**config.mk**
```make
export PLATFORM = sky130hd
export DESIGN_NAME = freq_scorer
export DESIGN_NICKNAME = d
export VERILOG_FILES = /design/src/rtl/freq_scorer.sv
export SDC_FILE = /design/constraint.sdc
export NUM_CORES = 1
export LEC_CHECK = 0
export BUFFER_PORTS_ARGS = -buffer_cell sky130_fd_sc_hd__buf_4
export CAP_MARGIN = 20
export CORE_ASPECT_RATIO = 1.5
export CORE_MARGIN = 2
export CORE_UTILIZATION = 35
export CTS_BUF_LIST = sky130_fd_sc_hd__clkbuf_2
export DETAILED_ROUTE_END_ITERATION = 10
export GPL_ROUTABILITY_DRIVEN = 0
export PLACE_DENSITY = 0.56
export SYNTH_ARGS = -nofsm -noshare
export SYNTH_HDL_FRONTEND = slang
export SYNTH_SLANG_ARGS = --single-unit
export TNS_END_PERCENT = 1
```
**constraint.sdc**
```tcl
create_clock -name clk -period 4.4 [get_ports clk]
set_clock_uncertainty 0.15 [all_clocks]
set_input_delay 0.44 -clock clk [delete_from_list [all_inputs] [get_ports clk]]
set_output_delay 0.44 -clock clk [all_outputs]
set_load 0.05 [all_outputs]
```
**src/rtl/freq_scorer.sv**
```systemverilog
// rtl/freq_scorer.sv - pops song/reference FIFOs in lockstep, counts tolerance hits and divides for a percentage score
module freq_scorer #(
    parameter int FREQ_W = 15,
    parameter int CNT_W  = 12,
    parameter int TOL    = 8
) (
    input  logic              clk,
    input  logic              rst,
    input  logic              start,
    input  logic [FREQ_W-1:0] song_dout,
    input  logic              song_valid,
    input  logic              song_empty,
    input  logic [FREQ_W-1:0] ref_dout,
    input  logic              ref_valid,
    input  logic              ref_empty,
    output logic              rd_en,
    output logic              busy,
    output logic              done,
    output logic [CNT_W-1:0]  hits,
    output logic [CNT_W-1:0]  total,
    output logic [6:0]        score_pct,
    output logic              err
);

    localparam int NUM_W = CNT_W + 7;
    localparam int IT_W  = $clog2(NUM_W);
    localparam logic [FREQ_W:0]  TOL_V   = (FREQ_W + 1)'(TOL);
    localparam logic [CNT_W-1:0] CNT_MAX = '1;
    localparam logic [IT_W-1:0]  IT_LAST = IT_W'(NUM_W - 1);

    typedef enum logic [2:0] {
        S_IDLE,
        S_READ,
        S_CMP,
        S_DIV_INIT,
        S_DIV_RUN,
        S_DONE
    } state_t;

    state_t state, state_next;
    logic   accept;

    logic signed [FREQ_W:0] diff;
    logic [FREQ_W:0]        abs_diff;
    logic                   is_hit;

    logic [NUM_W-1:0] quo, quo_next, numer;
    logic [CNT_W-1:0] rem, rem_next;
    logic [CNT_W:0]   trial, sub;
    logic             ge;
    logic [IT_W-1:0]  iter;

    always_ff @(posedge clk) begin
        if (rst) begin
            state <= S_IDLE;
        end else begin
            state <= state_next;
        end
    end

    always_comb begin
        state_next = state;
        case (state)
            S_IDLE, S_DONE: if (start) state_next = S_READ;
            S_READ:         state_next = (!song_empty && !ref_empty) ? S_CMP : S_DIV_INIT;
            S_CMP:          state_next = (song_valid && ref_valid) ? S_READ : S_DIV_INIT;
            S_DIV_INIT:     state_next = (total == '0) ? S_DONE : S_DIV_RUN;
            S_DIV_RUN:      if (iter == IT_LAST) state_next = S_DONE;
            default:        state_next = S_IDLE;
        endcase
    end

    always_comb begin
        rd_en  = 1'b0;
        busy   = 1'b0;
        done   = 1'b0;
        accept = 1'b0;
        case (state)
            S_IDLE: accept = start;
            S_DONE: begin
                done   = 1'b1;
                accept = start;
            end
            S_READ: begin
                busy  = 1'b1;
                rd_en = !song_empty && !ref_empty;
            end
            S_CMP, S_DIV_INIT, S_DIV_RUN: busy = 1'b1;
            default: ;
        endcase
    end

    always_comb begin
        diff     = $signed({1'b0, song_dout}) - $signed({1'b0, ref_dout});
        abs_diff = diff[FREQ_W] ? $unsigned(-diff) : $unsigned(diff);
        is_hit   = abs_diff <= TOL_V;
    end

    // hits*100 = hits*64 + hits*32 + hits*4
    assign numer = ({7'b0, hits} << 6) + ({7'b0, hits} << 5) + ({7'b0, hits} << 2);

    // rem < total, so the sign of (trial - total) in CNT_W+1 bits is a valid compare
    always_comb begin
        trial    = {rem, quo[NUM_W-1]};
        sub      = trial - {1'b0, total};
        ge       = ~sub[CNT_W];
        rem_next = ge ? sub[CNT_W-1:0] : {rem[CNT_W-2:0], quo[NUM_W-1]};
        quo_next = {quo[NUM_W-2:0], ge};
    end

    always_ff @(posedge clk) begin
        if (rst) begin
            hits      <= '0;
            total     <= '0;
            score_pct <= '0;
            err       <= 1'b0;
            quo       <= '0;
            rem       <= '0;
            iter      <= '0;
        end else begin
            if (accept) begin
                hits      <= '0;
                total     <= '0;
                score_pct <= '0;
                err       <= 1'b0;
            end
            case (state)
                S_READ: begin
                    if (song_empty != ref_empty) err <= 1'b1;
                end
                S_CMP: begin
                    if (!(song_valid && ref_valid)) begin
                        err <= 1'b1;
                    end else if (ref_dout != '0) begin
                        if (total != CNT_MAX) total <= total + CNT_W'(1);
                        if (is_hit && hits != CNT_MAX) hits <= hits + CNT_W'(1);
                    end
                end
                S_DIV_INIT: begin
                    if (total == '0) begin
                        score_pct <= '0;
                    end else begin
                        quo  <= numer;
                        rem  <= '0;
                        iter <= '0;
                    end
                end
                S_DIV_RUN: begin
                    quo  <= quo_next;
                    rem  <= rem_next;
                    iter <= iter + IT_W'(1);
                    if (iter == IT_LAST) score_pct <= quo_next[6:0];
                end
                default: ;
            endcase
        end
    end

endmodule

```
* Yosys cells after proc, flatten, opt, wreduce, memory -nomap -nowiden
Cells that the tools add are included.
Word-level totals: register bits after elaboration 71, input bits 37, output and inout port bits 35, logic and storage cells 79
Operators by class: add/subtract/negate cells 8, $lt $le $gt $ge 1, equal/unequal tests 12, mux-type cells 36, bitwise gates (word level) 1, reduce and logical (&&, ||, !) cells 13
Operators by type and width (number):
- 12-bit two-way mux | 12
- 19-bit case mux with 2 select lines | 1
- 12-bit by 1-bit adder with 12-bit output (second input constant) | 2
- 12-bit != test (second input constant) | 2
- 12-bit case mux with 2 select lines | 1
- 7-bit two-way mux | 3
- 18-bit by 17-bit adder with 19-bit output | 1
- 19-bit by 14-bit adder with 19-bit output | 1
- 19-bit two-way mux | 1
- 16-bit by 4-bit less-or-equal comparator with 1-bit output (second input constant) | 1
- 16-bit two-way mux | 1
- 16-bit negator | 1
- 15-bit by 15-bit subtractor with 16-bit output | 1
- 3-bit case mux with 5 select lines | 1
- 15-bit nonzero test | 1
- 7-bit case mux with 2 select lines | 1
- 13-bit by 12-bit subtractor with 13-bit output | 1
- 12-bit logical NOT | 1
- 5-bit case mux with 2 select lines | 1
- 1-bit two-way mux | 9
- 3-bit by 2-bit == test with 1-bit output (second input constant) | 2
- 3-bit == test (second input constant) | 2
- 3-bit two-way mux | 2
- 5-bit by 1-bit adder with 5-bit output (second input constant) | 1
- 16 further kinds | 21

* Depth between registers and ports, before layout
Gate-level depths: netlist of run 1.
depth in word-level cells 9, gate-level depth with buffers 16, mapped depth without buffers 14

* Least setup slack after synthesis of run 1
No wires, ideal clock.
path kind input to register, start input port song_dout[0], end register hits[5], library setup time 0.117 ns, data arrival time 3.632 ns, data required time 4.133 ns, setup slack 0.501 ns, stages on the path 15, buffers on the path 1, path through inv_1 ha_1 inv_1 fa_1 a21o_1 a2111oi_1 o21ai_0 a211oi_2 nand3_2 or4_1 a32oi_1 nand4_1 o21ba_1 buf_6 a22o_1
Between the ends: word-level cells in the longest chain between the ends 9
Ends and longest elaborated chain:
- start, declared | RTL line 10 | input logic [FREQ_W-1:0] song_dout,
- 15-bit by 15-bit subtractor with 16-bit output (*) | RTL line 94 | diff = $signed({1'b0, song_dout}) - $signed({1'b0, ref_dout});
- 16-bit negator | RTL line 95 | abs_diff = diff[FREQ_W] ? $unsigned(-diff) : $unsigned(diff);
- 16-bit two-way mux (*) | RTL line 95
- 16-bit by 4-bit less-or-equal comparator with 1-bit output (*) | RTL line 96 | is_hit = abs_diff <= TOL_V;
- 1-bit logical AND (*) | RTL line 136 | if (is_hit && hits != CNT_MAX) hits <= hits + CNT_W'(1);
- 12-bit two-way mux (*) | RTL line 136
- 12-bit two-way mux (*) | RTL line 134 | end else if (ref_dout != '0) begin
- 12-bit two-way mux (*) | RTL line 132 | if (!(song_valid && ref_valid)) begin
- 12-bit two-way mux (*) | RTL line 127 | case (state)
- end signal, assigned | RTL line 136
- end, declared | RTL line 19 | output logic [CNT_W-1:0] hits,
Mark *: on every way between the ends. The rest lies on a longest branch, timed or not. A chain may end at the register's enable or synchronous reset.

* Worst setup path in the final report of run 1
start register hits[1], end register quo[16]
Between the ends: word-level cells in the longest chain between the ends 4
Ends and longest elaborated chain:
- 18-bit by 17-bit adder with 19-bit output | RTL line 100 | assign numer = ({7'b0, hits} << 6) + ({7'b0, hits} << 5) + ({7'b0, hits} << 2);
- 19-bit by 14-bit adder with 19-bit output (*) | RTL line 100
- 19-bit two-way mux (*) | RTL line 140 | if (total == '0) begin
- 19-bit case mux with 2 select lines (*) | RTL line 127
- end signal, assigned | RTL line 143 | quo <= numer;
- end signal, assigned | RTL line 149 | quo <= quo_next;
- end, declared | RTL line 47 | logic [NUM_W-1:0] quo, quo_next, numer;
Mark *: on every way between the ends. The rest lies on a longest branch, timed or not. The select of a mux whose other input is x is not followed.

==> results of run 1 <==
==> kinds of logic (layout without fill, tap and decap cells) <==
family | count (synthesis) | after routing | synth area share
flip-flops | 71 | 71 | 0.238
AND/OR/NAND/NOR | 294 | 294 | 0.238
XOR/XNOR | 29 | 29 | 0.0425
AO/OA/AOI/OAI | 214 | 214 | 0.257
other | 0 | 1 | 0
adder cells (fa/ha/maj) | 68 | 68 | 0.156
buffers and inverters | 87 | 168 | 0.0577
multiplexers | 6 | 6 | 0.0115
==> worst paths after layout <==
kind | from | to | slack [ns]
setup / recovery | hits[1]$_SDFF_PP0_ | quo[16]$_SDFFE_PP0P_ | 0.62
hold / removal | start | state[0]$_SDFFE_PP0P_ | 0.08
setup reg to reg | hits[1]$_SDFF_PP0_ | quo[16]$_SDFFE_PP0P_ | 0.62
hold reg to reg | quo[17]$_SDFFE_PP0P_ | quo[18]$_SDFFE_PP0P_ | 0.32
==> per-layer routing <==
layer	up-vias	wire, µm	global-route usage	share of wire
li1	2959	-	-	-
met1	2703	6900	0.202	0.44
met2	74	7940	0.330	0.51
met3	25	305	0.0181	0.020
met4	0	379	0.0688	0.024
met5	-	0	0	0
==> layout make-up <==
class,instances,area (µm²)
flip-flops and latches,71,1420
clock inverters,6,70.1
multi-input cells,611,4220
fillers,1695,9790
repair buffers,97,741
well taps,210,263
inverters,55,206
clock buffers,10,50.0
diodes,1,2.50
==> through the flow <==
step                      cells  utilization  setup WS [ns]  hold WS, ns
after floorplan             769            -          0.501        0.282
after global placement     1043        0.408          0.143        0.300
after detailed placement   1043        0.408          0.120        0.301
after CTS                  1059        0.416          0.588       0.0406
after global routing       1061        0.416          0.241       0.0556
final                      1061        0.416          0.620       0.0757
==> cells in the mapped netlist (5+ instances only) <==
cell type,number,area share
nand2b_1,8,0.0084
a2111oi_2,9,0.023
a21o_1,25,0.031
xnor2_1,18,0.026
nor2b_1,7,0.0073
xor2_1,11,0.016
dfxtp_1,71,0.24
a211oi_1,9,0.011
o21ai_0,31,0.026
nor4_1,6,0.0063
nor2_1,68,0.043
inv_1,55,0.035
a21boi_0,5,0.0063
and3_1,16,0.017
nand4_1,18,0.019
or2_2,8,0.0084
a311oi_1,11,0.016
ha_1,57,0.12
o21a_1,5,0.0063
a31oi_1,12,0.013
a21oi_1,45,0.038
nand3b_1,5,0.0063
nor3_1,21,0.018
clkbuf_1,25,0.016
nand3_1,19,0.016
o211ai_1,14,0.018
a22oi_1,9,0.011
or3_1,7,0.0073
fa_1,11,0.037
nand2_1,94,0.059
==> flip-flops by register name (all words and copies together) (netlist names) <==
| signal | count |
|---|---|
| quo | 19 |
| total | 12 |
| hits | 12 |
| state | 3 |
| score_pct | 7 |
| err | 1 |
| iter | 5 |
| rem | 12 |
==> worst max-delay path: cells and delay by family (launching register included) <==
family / cells / cell delay, ns
flops: 1 / 0.66
fa+ha+maj: 3 / 0.94
buf+inv: 1 / 0.07
mux: 1 / 0.36
compound gates: 8 / 1.52
simple gates: 1 / 0.07
==> power groups by stage <==
stage | Clock (mW) | Combinational, mW | Sequential [mW]
after global routing | 0.442 | 0.446 | 0.671
after detailed placement | 0 | 0.402 | 0.681
after floorplan | 0 | 0.280 | 0.678
after CTS | 0.413 | 0.404 | 0.669
after global placement | 0 | 0.403 | 0.681
final | 0.401 | 0.402 | 0.669
==> results.md, run 1 <==
* Crit start category: flip-flop
* Clock tree from TritonCTS: built
* Final hold vios at 0
* DR DRC count at 0
* Fmax at 265 MHz
* Final setup TNS at 0 ns
* Area of the mapped netlist at approximately 0.006 mm²
* Total GRT Usage at 0.175
* Worst Setup Path Type: reg -> reg
* RSZ-0062 raised after global routing: false
* Port bufs at 71
* Post-cts resize count at 0
* Core box area at 0.0168 mm²
* Placed inst area at 0.00685 mm²
* First-pass GRT wire length at 26700 µm
* Mapped Avg Cell Area at about 8 µm²
* Netlist cell types at 70
* Status: finished clean
* HPWL after DPL at 11900 µm
* Commonest non-fill, non-tap cell in the layout: buf_4
* Internal Power at 0.958 mW
* Clk root buf: clkbuf_2
* Total setup buffers inserted after CTS at 0
* Flops & latches, synth at 71
* Switching power at between 0.5 and 0.6 mW
* Initial drt markers at 325
* Synth Warn # at 0
* H-Tree Depth at 3
* Synth async-reset ratio at 0
* Ports at 72
* Initial core utilization at 0.357
* Largest net degree at the start of global routing at 62
* Period utilization at 0.859
* Worst Setup End Kind: flip-flop
* Pwr dens at 211 mW/mm²
* Worst Reg-to-Reg Cells at 14
* Clock Power Share at 0.273
* Leakage Power at 2.97 nW
* MaxCap Viol Count at 0
* Reg power frac at 0.454
* Gate power share at 0.273
* CTS Hold Bufs at 0
* Design area at approximately 0.0070 mm²
* Die Y at 164 µm
* VDD IR max at 96.1 µV
* Chip width at around 110 µm
* CTS Sinks at 71
* Slew Viols, Final at 0
* CTS Buffer Depth at 2
* Layout area overhead at 16.6%
* Commonest cells after routing, fill and taps aside: buf_4 (96), nand2_1 (94), dfxtp_1 (71)
* Drt pass-1 iters at 4
* Worst path slowest cell: dfxtp_1
* Worst EP required at ~4.8 ns
* Hold path cells at 4
* Num rows at 58
* Gate count of the mapped netlist at between 700 and 800
* GRT overflow at 0
* Min cycle time layout at approximately 3.8 ns
* Slowest cell delay on critical path at approximately 0.66 ns
* Power Total at about 1.5 mW
* CTS clk-pin slew, worst paths at approximately 0.24 ns
* Setup violations, final at 0
* Cts bufs inserted at 9
* CP cell instances: fa_1 > ha_1 > inv_1 > fa_1 > nor2b_1 > o21ai_0 > a21oi_1 > o21ai_0 > a21boi_0 > o21a_1 > o21a_1 > o21ai_0 > mux2_2 > a211oi_1
* Worst Tran Pin Value at between 0.8 and 0.9 ns
* Routed Antenna Nets at 0
* Synthesized net count at 874
* Hold crit path type: in -> reg
* Most common flop cell mapped by yosys: dfxtp_1
* Seq/Total Area, Yosys at 0.238
* Number of synthesized flops with an enable pin at 0
* Nets at 950
* Via count at 5761
* Layout cells sized above 1 at 0.166
* Final wirelength at 15500 µm
* Worst-path maximum fanout at 7
* Vias in the first global route at 5606
* Wire length per cell at between 10 and 15 µm
* Die area at roughly 0.018 mm²
* Worst-Skew Late Latency at 0.55 ns
* Most Frequent Cell on Critical Path: o21ai_0
* Drt via density at 5.43
* Antenna violations before repair at 1
* Sw Ratio at 0.349
* Slew HR at 0.462
* Worst EP arrival at between 4 and 5 ns
Note: power is estimated with default switching activity, not from simulation.
==> run 2: changes to the inputs <==
--- a/config.mk
+++ b/config.mk
@@ -5,6 +5,7 @@
 export SDC_FILE = /design/constraint.sdc
 export NUM_CORES = 1
 export LEC_CHECK = 0
+export ABC_AREA = 1
 export BUFFER_PORTS_ARGS = -buffer_cell sky130_fd_sc_hd__buf_4
 export CAP_MARGIN = 20
 export CORE_ASPECT_RATIO = 1.5
@@ -13,7 +14,7 @@
 export CTS_BUF_LIST = sky130_fd_sc_hd__clkbuf_2
 export DETAILED_ROUTE_END_ITERATION = 10
 export GPL_ROUTABILITY_DRIVEN = 0
-export PLACE_DENSITY = 0.56
+export PLACE_DENSITY = 0.55
 export SYNTH_ARGS = -nofsm -noshare
 export SYNTH_HDL_FRONTEND = slang
 export SYNTH_SLANG_ARGS = --single-unit
==> run 2 against run 1 <==
Compared with the run above:
- power rose by 100%
- sequential power rose by 27%
- maximum frequency rose by 13%
- core utilization fell by 1.4 points
- die area rose by 12%
- final cell count rose by 29%
- count of clock-buffer cells in the layout fell by 1
- global-route usage rose by 1.1 points
- non-clock buffer count fell by 17
- sequential share of layout area fell by 1.8 points
- setup slack improved by 0.45 ns
- critical endpoint unchanged
- highest routed layer unchanged
==> results.md, run 2 <==
* Status: finished clean
* Min cycle time layout at 3.33 ns (-0.446 ns)
* Routed Antenna Nets at 0 (unchanged)
* Post-synth top area share at 0.211 (-0.0266)
* Top cells by count, synth: nand2_1 (252), inv_1 (146), a21oi_1 (85)
* Antenna violations before repair at 1 (unchanged)
* Drt via density at 4.94 (-9.0%)
* Synthesized net count at 1152 (+32%)
* Crit start category: flip-flop
* HPWL after DPL at 14300 µm (+20%)
* Final wirelength at 18200 µm (+17%)
* Clk root buf: clkbuf_2
* RSZ-0062 raised after global routing: false
* Yosys top cell by area: dfxtp_1
* Worst Setup End Kind: flip-flop
* Worst Setup Path Type: reg -> reg
* Chip width at 117 µm (+5.9%)
* Initial core utilization at 0.354 (-0.00248)
* Largest net degree at the start of global routing at 46 (-26%)
* Worst Reg-to-Reg Cells at 20 (+6)
* Synth Warn # at 0 (unchanged)
* Setup violations, final at 0 (unchanged)
* Slew Viols, Final at 0 (unchanged)
* DR DRC count at 0 (unchanged)
* Reg with most FFs: quo
* Fmax at 300 MHz (+13%)
* CTS clk-pin slew, worst paths at 0.27 ns (+0.03 ns)
* Clock tree from TritonCTS: built
* Final hold vios at 0 (unchanged)
* Nets at 1214 (+28%)
* Num rows at 62 (+6.9%)
* Worst-Skew Late Latency at 0.56 ns (about the same)
* Leakage Power at 3.73 nW (+26%)
* Placed inst area at 0.00750 mm² (+9.6%)
* Mapped Avg Cell Area at 6.43 µm² (-17%)
* Seq/Total Area, Yosys at 0.211 (-0.0266)
* Number of synthesized flops with an enable pin at 0 (unchanged)
* Layout area overhead at 13.3%
* Max reg flops at 19 (unchanged)
* Worst Tran Pin Value at 0.943 ns (+0.137 ns)
* Total setup buffers inserted after CTS at 0 (unchanged)
* Switching power at 1.50 mW (+190%)
* Hold path cells at 4 (unchanged)
* Worst hold margin at 0.0812 ns (+0.00553 ns)
* CTS Buffer Depth at 2 (unchanged)
* Cts bufs inserted at 9 (unchanged)
* Layout cells sized above 1 at 0.140 (-0.0258)
* Drt pass-1 iters at 5 (+1)
* Gate power share at 0.562 (+0.289)
* CTS Sinks at 71 (unchanged)
* Clock Power Share at 0.148 (-0.125)
* Internal Power at 1.44 mW (+50%)
* MaxCap Viol Count at 0 (unchanged)
* Power Total at 2.94 mW (+100%)
* GRT overflow at 0 (unchanged)
* CTS Hold Bufs at 0 (unchanged)
* Wire length per cell at 13.2 µm (-9.5%)
* Die Y at 174 µm (+6.0%)
* Reg power frac at 0.290 (-0.164)
* Final setup TNS at 0 ns (unchanged)
* Worst EP required at 4.68 ns (-0.07 ns)
* VDD IR max at 219 µV (+130%)
* Commonest non-fill, non-tap cell in the layout: nand2_1
* Ports at 72 (unchanged)
* Total GRT Usage at 0.186 (+0.0108)
* Slew HR at 0.371 (-0.0910)
* Commonest cells after routing, fill and taps aside: nand2_1 (252), inv_1 (146), a21oi_1 (85)
* Netlist cell types at 53 (-24%)
* Port bufs at 71 (unchanged)
* Worst-path maximum fanout at 7 (unchanged)
* Worst EP arrival at 3.62 ns (-0.51 ns)
* First-pass GRT wire length at 30700 µm (+15%)
* Sw Ratio at 0.511 (+0.162)
* Synth top area cells: dfxtp_1 (21%), nand2_1 (14%), ha_1 (11%), inv_1 (8.1%), a21oi_1 (6.3%)
* Pwr dens at 385 mW/mm² (+82%)
* Gate count of the mapped netlist at 1047 (+36%)
* Core box area at 0.0190 mm² (+13%)
* Die area at 0.0204 mm² (+12%)
* Flops & latches, synth at 71 (unchanged)
* Period utilization at 0.758 (-0.101)
* Hold crit path type: in -> reg
* Via count at 6772 (+18%)
* Most common cell in the netlist: nand2_1
* FILL cells at 2062 (+22%)
* Most common flop cell mapped by yosys: dfxtp_1
* H-Tree Depth at 3 (unchanged)
* Vias in the first global route at 6653 (+19%)
* Post-cts resize count at 0 (unchanged)
* Initial drt markers at 332 (+2.2%)
* Synth async-reset ratio at 0 (unchanged)
* Design area at 0.00763 mm² (+9.5%)
* Area of the mapped netlist at 0.00674 mm² (+13%)
* Final core utilization at 0.402 (-0.0144)
==> run 2: worst max-delay path: stages, from the launching register on <==
cell and delay, ns:
dfxtp_1 0.61, fa_1 0.49, ha_1 0.23, inv_1 0.07, fa_1 0.15, inv_1 0.05
nand3_1 0.08, nand2_1 0.06, nand2_1 0.07, nand2_1 0.05, a21oi_1 0.16, nor2_1 0.07
o21ai_0 0.17, nand2_1 0.10, nand2_1 0.07, nand2_1 0.05, a21oi_1 0.20, or2_2 0.15
nand3_1 0.05, nand2_1 0.09, a21oi_1 0.06
==> run 2: power by group through the flow <==
| stage | logic, mW | registers [mW] | clock network, mW |
|---|---|---|---|
| 2_1_floorplan | 1.21 | 0.922 | 0 |
| 3_3_place_gp | 1.65 | 0.867 | 0 |
| 3_5_place_dp | 1.66 | 0.868 | 0 |
| 4_1_cts | 1.67 | 0.855 | 0.455 |
| 5_1_grt | 1.90 | 0.871 | 0.483 |
| 6_report | 1.65 | 0.852 | 0.436 |
==> run 2: cell families after synthesis <==
| group | count (synthesis) | synth area share |
|---|---|---|
| AO/OA/AOI/OAI | 181 | 0.154 |
| XOR/XNOR | 23 | 0.0299 |
| adder cells (fa/ha/maj) | 68 | 0.139 |
| buffers and inverters | 184 | 0.110 |
| flip-flops | 71 | 0.211 |
| AND/OR/NAND/NOR | 520 | 0.357 |
==> run 2: layout make-up <==
type | count | area [µm²] | area share
clock inverters | 7 | 87.6 | 0.0115
diodes | 1 | 2.50 | 0.000328
well taps | 256 | 320 | 0.0420
repair buffers | 80 | 601 | 0.0787
inverters | 155 | 582 | 0.0762
clock buffers | 9 | 45.0 | 0.00590
flip-flops and latches | 71 | 1420 | 0.186
multi-input cells | 792 | 4580 | 0.599
==> run 2: path summary, 6_finish.rpt <==
path | start | end | slack (ns)
max | hits[4]$_SDFF_PP0_ | quo[16]$_SDFFE_PP0P_ | 1.07
min | start | state[2]$_SDFFE_PP0P_ | 0.08
max reg2reg | hits[4]$_SDFF_PP0_ | quo[16]$_SDFFE_PP0P_ | 1.07
min reg2reg | quo[14]$_SDFFE_PP0P_ | quo[14]$_SDFFE_PP0P_ | 0.33
==> run 2: metal layers <==
| layer | GRT usage | vias to the layer above | wire, µm |
|---|---|---|---|
| met1 | 0.211 | 3081 | 7610 |
| met3 | 0.0188 | 28 | 396 |
| met5 | 0 | - | 0 |
| met2 | 0.348 | 100 | 9620 |
| met4 | 0.0662 | 0 | 533 |
| li1 | - | 3563 | - |
==> run 2: stage by stage <==
stage,setup slack (ns),cells
after floorplan,1.16,1047
after global placement,0.823,1354
after detailed placement,0.762,1354
after CTS,1.02,1370
after global routing,0.697,1371
final,1.07,1371
==> run 3: changes to the inputs <==
--- a/config.mk
+++ b/config.mk
@@ -14,7 +14,7 @@
 export CTS_BUF_LIST = sky130_fd_sc_hd__clkbuf_2
 export DETAILED_ROUTE_END_ITERATION = 10
 export GPL_ROUTABILITY_DRIVEN = 0
-export PLACE_DENSITY = 0.55
+export PLACE_DENSITY = 0.57
 export SYNTH_ARGS = -nofsm -noshare
 export SYNTH_HDL_FRONTEND = slang
 export SYNTH_SLANG_ARGS = --single-unit
==> constraint.sdc (replaced) <==
create_clock -name clk -period 3 [get_ports clk]
set_clock_uncertainty 0.15 [all_clocks]
set_input_delay 0.3 -clock clk [delete_from_list [all_inputs] [get_ports clk]]
set_output_delay 0.3 -clock clk [all_outputs]
set_load 0.05 [all_outputs]
==> run 3 against run 2 <==
Compared with the run above:
- critical path depth stayed put
- largest power group unchanged
- non-clock buffer count increased by 97
- global-route usage rose by 0.15 points
==> results.md, run 3 (synthesized netlist as in run 2, its figures left out) <==
* Total GRT Usage at 0.187 (+0.00151)
* Pre-CTS WS at -0.194 ns (-0.956 ns)
* Gr busiest metal: met2
* First-pass GRT wire length at 31200 µm (+1.4%)
* Cts bufs inserted at 9 (unchanged)
* Buffers & Inverters on Critical Path at 2 (unchanged)
* MaxCap Viol Count at 0 (unchanged)
* Num rows at 62 (unchanged)
* Layout cells sized above 1 at 0.230 (+0.0895)
* Die Y at 174 µm (unchanged)
* CTS Buffer Depth at 2 (unchanged)
* FILL cells at 2049 (-0.63%)
* VDD IR max at 342 µV (+56%)
* Worst Setup Path Type: reg -> reg
* Setup violations, final at 0 (unchanged)
* Commonest cells after routing, fill and taps aside: nand2_1 (248), buf_4 (175), inv_1 (144)
* Period utilization at 0.989 (+0.231)
* Worst Setup End Kind: flip-flop
* H-Tree Depth at 3 (unchanged)
* Crit start category: flip-flop
* RSZ-0062 raised after global routing: true
* Worst-Skew Late Latency at 0.57 ns (about the same)
* Worst EP arrival at 3.30 ns (-0.32 ns)
* Layout area overhead at 25.7%
* Chip width at 117 µm (unchanged)
* Routed Antenna Nets at 0 (unchanged)
* Final wirelength at 18500 µm (+1.9%)
* Largest net degree at the start of global routing at 46 (unchanged)
* Family with the most delay on the worst path: adder cells
* Wire length per cell at 12.6 µm (-4.8%)
* Antenna violations before repair at 1 (unchanged)
* Commonest non-fill, non-tap cell in the layout: nand2_1
* DR DRC count at 0 (unchanged)
* Final hold vios at 0 (unchanged)
* Port bufs at 71 (unchanged)
* Slowest cell delay on critical path at 0.49 ns (-0.12 ns)
* Vias in the first global route at 6938 (+4.3%)
* Initial core utilization at 0.354 (unchanged)
* CTS Sinks at 71 (unchanged)
* Grt met2 use at 0.360 (+0.0117)
* Drt pass-1 iters at 4 (-1)
* Die area at 0.0204 mm² (unchanged)
* Clock tree from TritonCTS: built
* Fmax at 337 MHz (+12%)
* Initial drt markers at 287 (-14%)
* Min cycle time layout at 2.97 ns (-0.367 ns)
* HPWL after DPL at 14900 µm (+4.1%)
* Inst Count DP at 1446 (+6.8%)
* Slack of the critical path at 0.0329 ns (-1.03 ns)
* Leakage Power at 4.20 nW (+13%)
* Power Total at 4.59 mW (+56%)
* GR Layer Usage met1 at 0.207 (-0.00356)
* Drt via density at 4.83 (-2.3%)
* Worst hold margin at 0.0541 ns (-0.0270 ns)
* Worst EP required at 3.33 ns (-1.35 ns)
* Slew HR at 0.632 (+0.260)
* Nets at 1311 (+8.0%)
* Slew Viols, Final at 0 (unchanged)
* Worst path slowest cell: fa_1
* Max reg flops at 19 (unchanged)
* Most Frequent Cell on Critical Path: nand2_2
* Worst Tran Pin Value at 0.553 ns (-0.391 ns)
* Hold crit path type: in -> reg
* GRT overflow at 0 (unchanged)
* M3 GR Usage at 0.0171 (-0.00174)
* Worst-path maximum fanout at 4 (-3)
* CP cell instances: fa_1 > ha_2 > inv_2 > fa_2 > inv_2 > nand3_2 > nand2_2 > nand2_2 > nand2_2 > a21oi_2 > nor2_2 > o21ai_1 > nand2_1 > nand2_1 > nand2_1 > a21oi_2 > or2_4 > nand3_2 > nand2_2 > a21oi_2
* Clk root buf: clkbuf_2
* CTS clk-pin slew, worst paths at 0.28 ns (about the same)
* Ports at 72 (unchanged)
* Finished Layout Cells at 1468 (+7.1%)
* Status: finished clean
* Reg with most FFs: quo
* Core box area at 0.0190 mm² (unchanged)
* Pwr dens at 543 mW/mm² (+41%)
* Final core utilization at 0.446 (+0.0438)
* Via count at 7087 (+4.7%)
-- run 3: power by group --
| part | internal [mW] | switching [mW] |
|---|---|---|
| registers | 1.09 | 0.116 |
| logic | 1.08 | 1.76 |
| clock network | 0.126 | 0.425 |
-- run 3: repair_timing --
item / in CTS / in global routing
cloned: 0 / 0
endpoints found under the hold margin: 2 / 0
pin swaps: 9 / 13
setup endpoints to repair: 2 / 5
setup buffers: 3 / 1
hold buffers: 1 / 0
resized for setup: 11 / 16
-- run 3: worst paths after layout --
check	startpoint	end	slack [ns]	cells after the start
setup / recovery	hits[4]$_SDFF_PP0_	quo[16]$_SDFFE_PP0P_	0.03	20
hold / removal	rst	total[1]$_SDFF_PP0_	0.05	2
setup reg to reg	hits[4]$_SDFF_PP0_	quo[16]$_SDFFE_PP0P_	0.03	20
hold reg to reg	quo[15]$_SDFFE_PP0P_	quo[15]$_SDFFE_PP0P_	0.33	2
-- run 3: routing by layer --
| layer | vias up | wire length (µm) |
|---|---|---|
| li1 | 3771 | - |
| met1 | 3197 | 7580 |
| met2 | 89 | 9970 |
| met3 | 30 | 491 |
| met4 | 0 | 476 |
| met5 | - | 0 |
-- run 3: cell type report --
type	count	area, µm²	area share
timing repair buffer	177	1340	0.159
sequential	71	1440	0.171
clock buffer	9	45.0	0.00532
clock inverter	7	62.6	0.00739
antenna	1	2.50	0.000296
multi-input combinational	792	4670	0.551
inverter	155	584	0.0690
tap	256	320	0.0378
-- run 3: through the flow --
stage | instance area (µm²) | setup TNS (ns)
floorplan | 6750 | -0.00340
global placement | 8220 | -1.65
detailed placement | 8220 | -2.12
CTS | 8390 | -0.240
global route | 8470 | -0.386
finish | 8470 | 0
